$ cat src/rtl/pipe_stage_reg.sv
// Inter-stage pipeline register with valid/ready handshake, optional skid entry,
// flush and Tnew aging. Optional perf counters under `PIPE_STAGE_PERF_EN.
module pipe_stage_reg #(
    parameter int DATA_W = 32,
    parameter int REG_W  = 5,
    parameter int TNEW_W = 2,
    parameter int SKID   = 1
) (
    input  logic              clk,
    input  logic              reset,
    input  logic              flush,
    input  logic              in_valid,
    output logic              in_ready,
    input  logic [DATA_W-1:0] in_data,
    input  logic              in_regwrite,
    input  logic [REG_W-1:0]  in_wreg,
    input  logic [TNEW_W-1:0] in_tnew,
    output logic              out_valid,
    input  logic              out_ready,
    output logic [DATA_W-1:0] out_data,
    output logic              out_regwrite,
    output logic [REG_W-1:0]  out_wreg,
    output logic [TNEW_W-1:0] out_tnew
`ifdef PIPE_STAGE_PERF_EN
    ,
    output logic [31:0]       stall_cnt,
    output logic [31:0]       bubble_cnt
`endif
);

    typedef enum logic [1:0] {ST_EMPTY, ST_FULL, ST_SKID} state_t;

    state_t              state_q, state_d;
    logic [DATA_W-1:0]   main_data_q, main_data_d, skid_data_q, skid_data_d;
    logic                main_rw_q, main_rw_d, skid_rw_q, skid_rw_d;
    logic [REG_W-1:0]    main_wreg_q, main_wreg_d, skid_wreg_q, skid_wreg_d;
    logic [TNEW_W-1:0]   main_tnew_q, main_tnew_d, skid_tnew_q, skid_tnew_d;
    logic                accept, consume, main_valid;

    function automatic logic [TNEW_W-1:0] sat_dec(input logic [TNEW_W-1:0] t);
        return (t == '0) ? '0 : t - 1'b1;
    endfunction

    // SKID=1 reports a registered ready; SKID=0 may pass out_ready straight through
    assign main_valid = (state_q != ST_EMPTY);
    assign in_ready   = (SKID != 0) ? (state_q != ST_SKID)
                                    : ((state_q == ST_EMPTY) || out_ready);
    assign accept     = in_valid && in_ready;
    assign consume    = main_valid && out_ready;

    always_comb begin
        state_d     = state_q;
        main_data_d = main_data_q;
        main_rw_d   = main_rw_q;
        main_wreg_d = main_wreg_q;
        main_tnew_d = sat_dec(main_tnew_q);
        skid_data_d = skid_data_q;
        skid_rw_d   = skid_rw_q;
        skid_wreg_d = skid_wreg_q;
        skid_tnew_d = sat_dec(skid_tnew_q);
        case (state_q)
            ST_EMPTY: begin
                if (accept) begin
                    main_data_d = in_data;
                    main_rw_d   = in_regwrite;
                    main_wreg_d = in_wreg;
                    main_tnew_d = sat_dec(in_tnew);
                    state_d     = ST_FULL;
                end
            end
            ST_FULL: begin
                if (accept && (consume || SKID == 0)) begin
                    main_data_d = in_data;
                    main_rw_d   = in_regwrite;
                    main_wreg_d = in_wreg;
                    main_tnew_d = sat_dec(in_tnew);
                end else if (accept) begin
                    skid_data_d = in_data;
                    skid_rw_d   = in_regwrite;
                    skid_wreg_d = in_wreg;
                    skid_tnew_d = sat_dec(in_tnew);
                    state_d     = ST_SKID;
                end else if (consume) begin
                    state_d = ST_EMPTY;
                end
            end
            ST_SKID: begin
                // skid is always the younger entry, so it becomes the new head
                if (consume) begin
                    main_data_d = skid_data_q;
                    main_rw_d   = skid_rw_q;
                    main_wreg_d = skid_wreg_q;
                    main_tnew_d = sat_dec(skid_tnew_q);
                    state_d     = ST_FULL;
                end
            end
            default: state_d = ST_EMPTY;
        endcase
        if (flush) begin
            state_d = ST_EMPTY;
        end
    end

    always_ff @(posedge clk) begin
        if (reset) begin
            state_q <= ST_EMPTY;
        end else begin
            state_q <= state_d;
        end
    end

    always_ff @(posedge clk) begin
        main_data_q <= main_data_d;
        main_rw_q   <= main_rw_d;
        main_wreg_q <= main_wreg_d;
        main_tnew_q <= main_tnew_d;
        skid_data_q <= skid_data_d;
        skid_rw_q   <= skid_rw_d;
        skid_wreg_q <= skid_wreg_d;
        skid_tnew_q <= skid_tnew_d;
    end

    // Payload fields read as zero whenever the head is empty
    assign out_valid    = main_valid;
    assign out_data     = main_valid ? main_data_q : '0;
    assign out_wreg     = main_valid ? main_wreg_q : '0;
    assign out_tnew     = main_valid ? main_tnew_q : '0;
    assign out_regwrite = main_valid && main_rw_q && (main_wreg_q != '0);

`ifdef PIPE_STAGE_PERF_EN
    logic [31:0] stall_cnt_q, stall_cnt_d, bubble_cnt_q, bubble_cnt_d;

    always_comb begin
        stall_cnt_d  = stall_cnt_q;
        bubble_cnt_d = bubble_cnt_q;
        if (main_valid && !out_ready) stall_cnt_d = stall_cnt_q + 32'd1;
        if (!main_valid) bubble_cnt_d = bubble_cnt_q + 32'd1;
    end

    always_ff @(posedge clk) begin
        if (reset) begin
            stall_cnt_q  <= '0;
            bubble_cnt_q <= '0;
        end else begin
            stall_cnt_q  <= stall_cnt_d;
            bubble_cnt_q <= bubble_cnt_d;
        end
    end

    assign stall_cnt  = stall_cnt_q;
    assign bubble_cnt = bubble_cnt_q;
`endif

endmodule

$ cat config.mk
export PLATFORM = sky130hd
export DESIGN_NAME = pipe_stage_reg
export DESIGN_NICKNAME = d
export VERILOG_FILES = /design/src/rtl/pipe_stage_reg.sv
export SDC_FILE = /design/constraint.sdc
export NUM_CORES = 1
export LEC_CHECK = 0
export BUFFER_PORTS_ARGS = -buffer_cell sky130_fd_sc_hd__buf_2
export CORE_MARGIN = 2
export CORE_UTILIZATION = 45
export CTS_CLUSTER_DIAMETER = 30
export DETAILED_ROUTE_END_ITERATION = 10
export PLACE_DENSITY = 0.79
export SETUP_SLACK_MARGIN = 0.2
export SLEW_MARGIN = 40
export SYNTH_ARGS = -nofsm -noshare
export SYNTH_HDL_FRONTEND = slang
export SYNTH_SLANG_ARGS = --single-unit
export TNS_END_PERCENT = 20
$ cat constraint.sdc
create_clock -name clk -period 1.9 [get_ports clk]
set_clock_uncertainty 0.05 [all_clocks]
set_input_delay 0.285 -clock clk [delete_from_list [all_inputs] [get_ports clk]]
set_output_delay 0.285 -clock clk [all_outputs]
set_load 0.005 [all_outputs]
== Yosys cells after proc, flatten, opt, wreduce, memory -nomap -nowiden ==
Cells that the tools add are included.
Word-level totals
  bits in registers: 82
  memory bits (writable): 0
  logic and storage cells: 68
  bits in read-only memories: 0
  bits in latches: 0
  memories: 0
  output and inout bits: 42
  input bits: 45
Cells by class
  reduce and logical (&&, ||, !) cells: 16
  add/sub/neg operators: 3
  divide/modulo/power cells: 0
  shift-type cells: 0
  eq/ne operators: 8
  bitwise gates (word level): 1
  order comparisons: 0
  multipliers: 0
  multiplexer cells: 31
Operator list (count)
  $mux W32: 4
  $pmux W32 S3: 1
  $mux W2: 15
  $mux W5: 4
  $pmux W5 S3: 1
  $pmux W2 S3: 2
  $ne A2 B2 Y1 const B: 5
  $logic_not A2 Y1: 4
  $reduce_and A4 Y1: 2
  $sub A2 B1 Y2 const B: 3
  $logic_and A1 B1 Y1: 5
  $reduce_bool A5 Y1: 1
  $mux W1: 3
  $ne A3 B3 Y1 const B: 1
  $pmux W1 S3: 1
  $reduce_and A3 Y1: 1
  $reduce_bool A3 Y1: 1
  $eq A2 B1 Y1 const B: 1
  $eq A2 B2 Y1 const B: 1
  $reduce_bool A2 Y1: 1
  $reduce_or A2 Y1: 1
  $not A1 Y1: 1

== Logic depth before layout (Yosys ltp) ==
Gate-level depths: netlist of the first run.
  depth after elaboration: 6
  gate-level depth with buffers: 7
  depth with buffers taken out: 4

== Worst setup path after synthesis of the first run ==
OpenSTA, ideal clock, no wires.
  path type: flip-flop to flip-flop
  start point: reg state_q[1]
  end point: reg main_data_q[0] (enable)
  library setup time: 0.399 ns
  clock period less this slack: 2.080 ns
  path slack: -0.180 ns
  path buffers: 1
  cell stages (with the launch flop): 4
  arrival: 1.631 ns
  data required time: 1.451 ns
  cells stage by stage: dfxtp_1 nor2b_1 buf_4 a22o_1
On the way
  longest elaborated chain between the ends: 5
  elaborated cells on any way between the ends: 13
  those cells by class: eq/ne: 6; reduce/logical: 7
RTL lines
  start, declared: RTL line 33  | state_t state_q, state_d;
  start signal, assigned: RTL line 108  | state_q <= state_d;
  $ne A2 B2 Y1 or $reduce_bool A2 Y1 (tied branches): RTL line 46, 45
  $logic_and A1 B1 Y1, on equally long branches: RTL line 48, 49
  $logic_and A1 B1 Y1: RTL line 72  | if (accept && (consume || SKID == 0)) begin
  $ne A2 B2 Y1 (no source line)
  $reduce_and A4 Y1 (no source line) (*)
  end signal, assigned: RTL line 113  | main_data_q <= main_data_d;
  end, declared: RTL line 34  | logic [DATA_W-1:0] main_data_q, main_data_d, skid_data_q, skid_data_d;
Every way passes the cells marked *; elsewhere a longest branch is shown, timed or not.
A chain may end at the register's enable or synchronous reset.

== Worst setup path after layout of the first run ==
  start point: reg main_wreg_q[1]
  end point: out out_regwrite
On the way
  longest elaborated chain between the ends: 2
RTL lines
  start, declared: RTL line 36  | logic [REG_W-1:0] main_wreg_q, main_wreg_d, skid_wreg_q, skid_wreg_d;
  start signal, assigned: RTL line 115  | main_wreg_q <= main_wreg_d;
  $reduce_bool A5 Y1: RTL line 128  | assign out_regwrite = main_valid && main_rw_q && (main_wreg_q != '0);
  $logic_and A1 B1 Y1: RTL line 128
  end, declared: RTL line 21  | output logic out_regwrite,
No other way between the ends.

==> results of run 1 <==
-- report_power, final --
part           total [mW]  switching, mW  internal [mW]
combinational       0.256          0.141          0.115
clock                1.01          0.556          0.452
sequential           2.07         0.0222           2.05
total                3.34          0.719           2.62
-- worst register-to-register path, delay by kind of cell (launching register included) --
family / cells / cell delay (ps)
buffers and inverters: 2 / 440
and+or+nand+nor: 1 / 250
DFF: 1 / 380
AOI/OAI and AO/OA: 1 / 200
-- sequential cells by signal, summed over array words and instances (netlist names) --
name	count
main_data_q	32
main_rw_q	1
main_tnew_q	2
main_wreg_q	5
skid_data_q	32
skid_rw_q	1
skid_tnew_q	2
skid_wreg_q	5
state_q	2
-- repair_timing --
action,4_1_cts,5_1_grt
endpoints found under the setup margin,42,41
pin swaps,2,1
resized for setup,8,3
gates cloned,3,2
buffers inserted,0,4
-- cell usage in the layout, fill, tap and decap left out, types with 2 or more instances in the layout --
cell type and n:
dfxtp_4 2, nand2b_1 2, clkbuf_8 9, nand3_1 2, or3_1 2, buf_2 86, dfxtp_1 4, edfxtp_1 76
clkinv_1 2, or2_4 5, buf_4 10, nor2b_1 2, nand2_1 117, clkinv_2 3, and2_1 40, o21ai_0 4
-- synthesized netlist by cell type --
cell type  instances  area share (%)
nand3_1            2            0.29
nand2_1          117              13
o311a_1            1            0.29
o211ai_1           1            0.22
nand4_1            1            0.18
o21ba_2            1            0.29
nor3_1             1            0.15
nand2b_1           2            0.37
or3b_1             1            0.26
nor2b_1            3            0.55
nor4bb_1           1            0.29
clkbuf_1           4            0.44
a21o_1             1            0.22
edfxtp_1          76              67
and2_1            40             7.4
dfxtp_1            6             3.5
and3b_1            1            0.26
o21bai_1           1            0.22
a22o_1             1            0.26
buf_2              5            0.74
and4bb_2           1            0.37
inv_2              1            0.11
buf_6              1            0.33
or2_2              1            0.18
o21ai_0            4            0.59
nor2_1             1            0.11
nand4b_1           1            0.26
buf_4              3            0.66
nand3b_1           1            0.22
a21oi_1            1            0.15
inv_1              1            0.11
a211oi_2           1            0.37
or3_1              2            0.37
-- cells by family (layout without fill, tap and decap cells) --
kind of cell | Yosys count | in the layout | synth area share [%]
simple gates | 176 | 181 | 24.19
flops | 82 | 82 | 70.80
buf+inv | 15 | 113 | 2.396
compound gates | 12 | 12 | 2.618
-- worst min path at each step --
| stage | slack (ps) | start | cells after the start | end |
|---|---|---|---|---|
| after floorplan | 300 | reset | 1 | state_q[0] |
| after CTS | 50 | reset | 2 | state_q[0] |
| after global routing | 50 | reset | 2 | state_q[0] |
| after global placement | 420 | reset | 2 | state_q[0] |
| after detailed placement | 420 | reset | 2 | state_q[0] |
| final | 60 | reset | 2 | state_q[0] |
-- layout make-up --
type	instances	share of cell area [%]
timing repair buffer	96	12.14
clock buffer	10	3.065
tap	99	2.975
sequential	82	57.87
multi-input combinational	193	23.11
clock inverter	5	0.5409
inverter	2	0.3005
-- stage by stage --
step / area [sq um] / cells / util, % / total power, mW
after global routing: 4164 / 487 / 57.10 / 3.483
after floorplan: 3395 / 285 / - / 2.220
final: 4164 / 487 / 57.10 / 3.336
after CTS: 4114 / 481 / 56.42 / 3.368
after global placement: 3928 / 463 / 53.86 / 2.340
after detailed placement: 3928 / 463 / 53.86 / 2.349
-- layer usage --
layer	vias up	share of wire, %	global-route usage (%)
li1	1161	-	-
met1	1091	44	22.40
met2	82	49	29.42
met3	15	4.1	2.671
met4	0	2.4	8.712
met5	-	0	0
==> results.sh, run 1 <==
export IMPL_track_usage_pct=17.59
export IMPL_cts_sink_count=82
export IMPL_whs_ps=63.51
export IMPL_antenna_cells=0
export IMPL_worstPathMaxFanout=2
export IMPL_clockRootBuffer="clkbuf_8"
export IMPL_viasPerCell=4.823
export IMPL_hold_violations=0
export IMPL_clk_latency_ps=330
export IMPL_cts_buffer_depth=2
export IMPL_end_kind="primary output"
export IMPL_first_pass_iters=4
export IMPL_seqCellArea_sq_um=2410
export IMPL_start_util_pct=46.53
export IMPL_clk_pin_slew_ps=70
export IMPL_ant_nets=0
export IMPL_grt_max_degree=41
export IMPL_drv_slew=0
export IMPL_num_rows=31
export IMPL_startpoint="main_wreg_q[1]"
export IMPL_nets=429
export IMPL_setup_slack_ps=78.29
export IMPL_dieArea_sq_um=8251
export IMPL_cp_data_required_time_ps=1560
export IMPL_min_period_over_period_pct=95.88
export IMPL_cts_max_level=3
export IMPL_worstHoldPathType="in2reg"
export IMPL_antenna_found_initial=0
export IMPL_worst_path_largest_cell_delay_ps=380
export IMPL_relSlewSlack_pct=78.41
export IMPL_coreArea_sq_um=7292
export IMPL_setup_tns_ps=0
export IMPL_rr_worst_depth=4
export IMPL_drc=0
export IMPL_grt_ovfl_total=0
export IMPL_dieWidth_um=90.84
export IMPL_rsz0062_at_grt="true"
export IMPL_die_h_um=90.84
export IMPL_r2r_setup_slack_ps=260
export IMPL_hold_buffers=0
export IMPL_drive_gt1_share_pct=31.44
export IMPL_yosysWarningCount=0
export IMPL_ys_seq_area_share_pct=70.80
export IMPL_r2r_start="state_q[1]"
export IMPL_maxCapViolCount=0
export IMPL_crit_cells=3
export IMPL_nFillCells=648
export IMPL_vias=2349
export IMPL_endpoint="out_regwrite"
export IMPL_vdd_ir_drop_max_mv=0.4264
export IMPL_cts_buffers=9
export IMPL_dp_hpwl_um=4317
export IMPL_p_per_area_nw_per_um2=801.1
export IMPL_start_kind="flip-flop"
export IMPL_avgSynthCellArea_sq_um=11.91
export IMPL_slowest_stage="or3_1"
export IMPL_grt_pass1_vias=2348
export IMPL_p_leak_nw=1.835
export IMPL_dp_slack_ps=132.7
export IMPL_cp_num_buf_inv=1
export IMPL_crit_chain="or3_1 > o311a_1 > buf_2"
export IMPL_wl_per_cell_um=15.00
export IMPL_ys_ff_latch=82
export IMPL_multi_input_area_sq_um=962.2
export IMPL_syn_nets=330
export IMPL_grt_pass1_wl_um=11180
export IMPL_worst_pin_slew_ps=323.9
export IMPL_area_growth_pct=22.71
export IMPL_cts_tree="done"
export IMPL_cp_arrival_ps=1490
export IMPL_postSynthCellCount=285
export IMPL_routed_wl_um=7303
export IMPL_place_congestion=0.7797
export IMPL_layout_min_cycle_time_ps=1822
export IMPL_r2r_end="main_data_q[5]"
export IMPL_drt_initial_drc_count=194
export IMPL_synthDistinctLibCells=33
export IMPL_fmax_ghz=0.5489
export IMPL_portBuffers=86
export IMPL_io_pins=87
export IMPL_outcome="completed"
export IMPL_syn_area_sq_um=3393
export IMPL_setup_violations=0
export IMPL_cp_top_family="simple AND/OR/NAND/NOR gates"
export IMPL_worstSetupPathType="reg2out"
No activity file was read; power rests on OpenSTA's default activity.
==> inputs of run 2 (changes only) <==
Settings changed: CORE_UTILIZATION 45 to 30, PLACE_DENSITY 0.79 to 0.59.
==> results.sh, run 2 (same netlist as run 1, synthesis figures left out) <==
export IMPL_outcome="completed"
export IMPL_vdd_ir_drop_max_mv=0.4279
export IMPL_r2r_start="state_q[0]"
export IMPL_worstHoldPathType="in2reg"
export IMPL_layout_min_cycle_time_ps=1816
export IMPL_p_per_area_nw_per_um2=947.1
export IMPL_drc=0
export IMPL_worstPathMaxFanout=2
export IMPL_dieWidth_um=110.4
export IMPL_stdcell_area_sq_um=4479
export IMPL_hold_buffers=0
export IMPL_nets=437
export IMPL_r2r_end="main_data_q[21]"
export IMPL_r2r_setup_slack_ps=290
export IMPL_layout_commonest_cell="nand2_1"
export IMPL_grt_ovfl_total=0
export IMPL_fmax_ghz=0.5506
export IMPL_p_total_mw=4.242
export IMPL_track_usage_pct=12.80
export IMPL_clockRootBuffer="clkbuf_16"
export IMPL_cp_data_required_time_ps=1560
export IMPL_biggestRegsByFlops="main_data_q x32, skid_data_q x32"
export IMPL_nFillCells=1073
export IMPL_p_leak_nw=1.956
export IMPL_routed_wl_um=8082
export IMPL_grt_pass1_vias=2233
export IMPL_grt_max_degree=34
export IMPL_grt_pass1_wl_um=11410
export IMPL_cts_sink_count=82
export IMPL_num_rows=38
export IMPL_clk_latency_ps=330
export IMPL_maxCapViolCount=0
export IMPL_dp_slack_ps=111.1
export IMPL_antenna_cells=0
export IMPL_first_pass_iters=4
export IMPL_final_util_pct=40.96
export IMPL_rsz0062_at_grt="true"
export IMPL_ant_nets=0
export IMPL_place_congestion=0.7264
export IMPL_die_h_um=110.4
export IMPL_setup_violations=0
export IMPL_wl_per_cell_um=15.11
export IMPL_cts_tree="done"
export IMPL_rr_worst_depth=5
export IMPL_hold_violations=0
export IMPL_viasPerCell=4.391
export IMPL_endpoint="out_regwrite"
export IMPL_drv_slew=0
export IMPL_start_util_pct=31.03
export IMPL_portBuffers=86
export IMPL_clk_pin_slew_ps=60
export IMPL_vias=2349
export IMPL_place_area_sq_um=3999
export IMPL_drive_gt1_share_pct=32.91
export IMPL_setup_tns_ps=0
export IMPL_worst_pin_slew_ps=338.3
export IMPL_stdcell_count=535
export IMPL_min_period_over_period_pct=95.58
export IMPL_cts_max_level=3
export IMPL_cts_buffer_depth=2
export IMPL_whs_ps=63.78
export IMPL_cp_arrival_ps=1480
export IMPL_io_pins=87
export IMPL_final_cell_mix="nand2_1, buf_2, edfxtp_1"
export IMPL_dp_cells=505
export IMPL_startpoint="main_wreg_q[1]"
export IMPL_setup_slack_ps=83.95
export IMPL_drt_initial_drc_count=44
export IMPL_area_growth_pct=32.01
export IMPL_coreArea_sq_um=10940
export IMPL_start_kind="flip-flop"
export IMPL_antenna_found_initial=0
export IMPL_worstSetupPathType="reg2out"
export IMPL_dp_hpwl_um=4613
export IMPL_dieArea_sq_um=12180
export IMPL_cts_buffers=9
export IMPL_end_kind="primary output"
export IMPL_relSlewSlack_pct=77.45
## run 2: changes by cell type in the layout (fill, tap and decap cells not counted), moves of 2 or more
cell       delta
buf_12        +2
buf_4         +4
bufinv_16     +3
clkbuf_16     +9
clkbuf_8      -9
clkinv_1      -2
clkinv_2      -3
## run 2: worst min-delay path by stage
stage                       to  slack [ps]  cells after the start   from
finish              state_q[0]          60                      2  reset
global route        state_q[0]          60                      2  reset
CTS                 state_q[0]          50                      2  reset
detailed placement  state_q[0]         420                      2  reset
global placement    state_q[0]         420                      2  reset
floorplan           state_q[0]         300                      1  reset
## run 2: power by group
group	leakage [nW]	internal [mW]	switching (mW)	total, mW
clock network	0.156	1.27	0.629	1.90
registers	0.764	2.05	0.0206	2.07
logic	1.04	0.124	0.147	0.271
total	1.96	3.45	0.797	4.24
## run 2: layer usage
layer / up-vias / global-route usage [%] / wire, um
met1: 1084 / 16.48 / 3734
met3: 13 / 3.292 / 477
met5: - / 0 / 0
met4: 0 / 6.161 / 148
li1: 1182 / - / -
met2: 70 / 20.11 / 3722
## run 2: final cells by class
cell class	instances	area [sq um]	share of cell area (%)
inverter	2	20.02	0.4469
timing repair inverter	1	8.758	0.1955
tap	140	175.2	3.911
clock inverter	3	90.09	2.011
timing repair buffer	103	580.6	12.96
multi-input combinational	193	962.2	21.48
clock buffer	11	232.7	5.196
sequential	82	2410	53.80
## run 2: worst max-delay path: stages (launching register included)
cell      delay, ps
edfxtp_1        370
or3_1           380
o311a_1         280
buf_2           120
## run 2: repair_timing
item	CTS	global route
cloned	3	3
hold endpoints to repair	0	0
setup endpoints to repair	42	41
gates resized for setup	8	5
pin swaps	2	2
setup buffers	0	10
==> inputs of run 3 (changes only) <==
Settings changed: CTS_BUF_LIST from default to sky130_fd_sc_hd__clkbuf_16, PLACE_DENSITY 0.59 to 0.57.
Clock period 1.9 ns to 1.7 ns, I/O delays scaled along.
==> results.sh, run 3 (same netlist as run 1, synthesis figures left out) <==
export IMPL_cp_num_buf_inv=1
export IMPL_stdcell_area_sq_um=4788
export IMPL_p_leak_nw=2.061
export IMPL_cts_buffers=9
export IMPL_grt_ovfl_total=0
export IMPL_grt_pass1_vias=2200
export IMPL_cts_buffer_depth=2
export IMPL_setup_slack_ps=-93.68
export IMPL_grt_max_degree=27
export IMPL_area_growth_pct=41.11
export IMPL_min_period_over_period_pct=105.5
export IMPL_slowest_stage="or3_1"
export IMPL_setup_violations=16
export IMPL_final_util_pct=43.79
export IMPL_drt_initial_drc_count=95
export IMPL_cp_arrival_ps=1490
export IMPL_worst_path_largest_cell_delay_ps=380
export IMPL_antenna_cells=0
export IMPL_vdd_ir_drop_max_mv=0.4368
export IMPL_clockRootBuffer="clkbuf_16"
export IMPL_vias=2451
export IMPL_place_area_sq_um=4059
export IMPL_coreArea_sq_um=10940
export IMPL_p_per_area_nw_per_um2=969.7
export IMPL_dieWidth_um=110.4
export IMPL_layout_commonest_cell="nand2_1"
export IMPL_outcome="finished with violations"
export IMPL_worstHoldPathType="in2reg"
export IMPL_io_pins=87
export IMPL_start_util_pct=31.03
export IMPL_worstSetupPathType="reg2out"
export IMPL_fmax_ghz=0.5575
export IMPL_cp_data_required_time_ps=1390
export IMPL_grt_pass1_wl_um=11760
export IMPL_rsz0062_at_grt="true"
export IMPL_place_congestion=0.7152
export IMPL_hold_violations=0
export IMPL_viasPerCell=4.514
export IMPL_dieArea_sq_um=12180
export IMPL_worst_pin_slew_ps=188.8
export IMPL_cp_top_family="simple AND/OR/NAND/NOR gates"
export IMPL_multi_input_area_sq_um=1062
export IMPL_p_total_mw=4.643
export IMPL_routed_wl_um=8558
export IMPL_first_pass_iters=4
export IMPL_cts_max_level=3
export IMPL_antenna_found_initial=0
export IMPL_start_kind="flip-flop"
export IMPL_die_h_um=110.4
export IMPL_ant_nets=0
export IMPL_relSlewSlack_pct=87.24
export IMPL_dp_slack_ps=-26.01
export IMPL_biggestRegsByFlops="main_data_q x32, skid_data_q x32"
export IMPL_drive_gt1_share_pct=41.69
export IMPL_seqCellArea_sq_um=2410
export IMPL_hold_buffers=0
export IMPL_wl_per_cell_um=15.76
export IMPL_maxCapViolCount=0
export IMPL_nFillCells=1033
export IMPL_worstPathMaxFanout=2
export IMPL_layout_min_cycle_time_ps=1794
export IMPL_clk_latency_ps=330
export IMPL_violations="negative setup slack"
export IMPL_crit_chain="or3_1 > o311a_1 > buf_2"
export IMPL_nets=443
export IMPL_drc=0
export IMPL_final_cell_mix="nand2_1, edfxtp_1, buf_2"
export IMPL_dp_hpwl_um=4764
export IMPL_track_usage_pct=13.43
export IMPL_cts_sink_count=82
export IMPL_end_kind="primary output"
export IMPL_portBuffers=86
export IMPL_drv_slew=0
export IMPL_num_rows=38
export IMPL_clk_pin_slew_ps=70
export IMPL_cts_tree="done"
[run 3: cell count changes in the layout (fill, tap and decap cells not counted), sizes merged]
cell / delta
buf: +4
bufinv: -2
clkinvlp: +2
inv: +2
or2: +2
clkbuf: -1
clkinv: +1
[run 3: cell type report]
cell class	count	share of cell area [%]
sequential	82	50.33
multi-input combinational	195	22.18
timing repair buffer	108	17.22
clock buffer	9	4.703
tap	140	3.658
clock inverter	7	1.594
inverter	2	0.3136
[run 3: routing by layer]
| layer | up-vias | part of all wire (%) | GRT usage, % |
|---|---|---|---|
| li1 | 1199 | - | - |
| met1 | 1169 | 46 | 17.64 |
| met2 | 69 | 46 | 21.08 |
| met3 | 14 | 5.5 | 3.939 |
| met4 | 0 | 2.3 | 5.000 |
| met5 | - | 0 | 0 |
[run 3: metrics by stage]
step                      TNS (ps)  hold slack (ps)  std cells
final                       -273.1            39.21        543
after detailed placement    -30.09            396.4        507
after global placement           0            386.1        507
after global routing        -933.3            43.01        543
after CTS                   -108.2            33.18        530
after floorplan                  0            269.6        285
[run 3: where the power goes]
part | leakage (nW) | internal [mW] | total, mW | switching (mW)
Combinational | 1.15 | 0.195 | 0.375 | 0.180
Clock | 0.142 | 1.15 | 1.95 | 0.799
Sequential | 0.764 | 2.29 | 2.32 | 0.0297
Total | 2.06 | 3.63 | 4.64 | 1.01
[run 3: what timing repair did]
action                                  4_1_cts  5_1_grt
gates resized for setup                      38       35
pin swaps                                    29       16
cloned                                        4        4
setup buffers                                 3        9
endpoints found under the setup margin       64       81
[run 3: final timing paths]
check                 startpoint         endpoint  slack [ps]  cells past startpoint
setup / recovery  main_wreg_q[1]     out_regwrite         -90                      3
setup reg to reg      state_q[1]  main_data_q[18]          50                      5
hold reg to reg   skid_tnew_q[1]   skid_tnew_q[0]         450                      2
hold / removal             reset       state_q[0]          40                      2
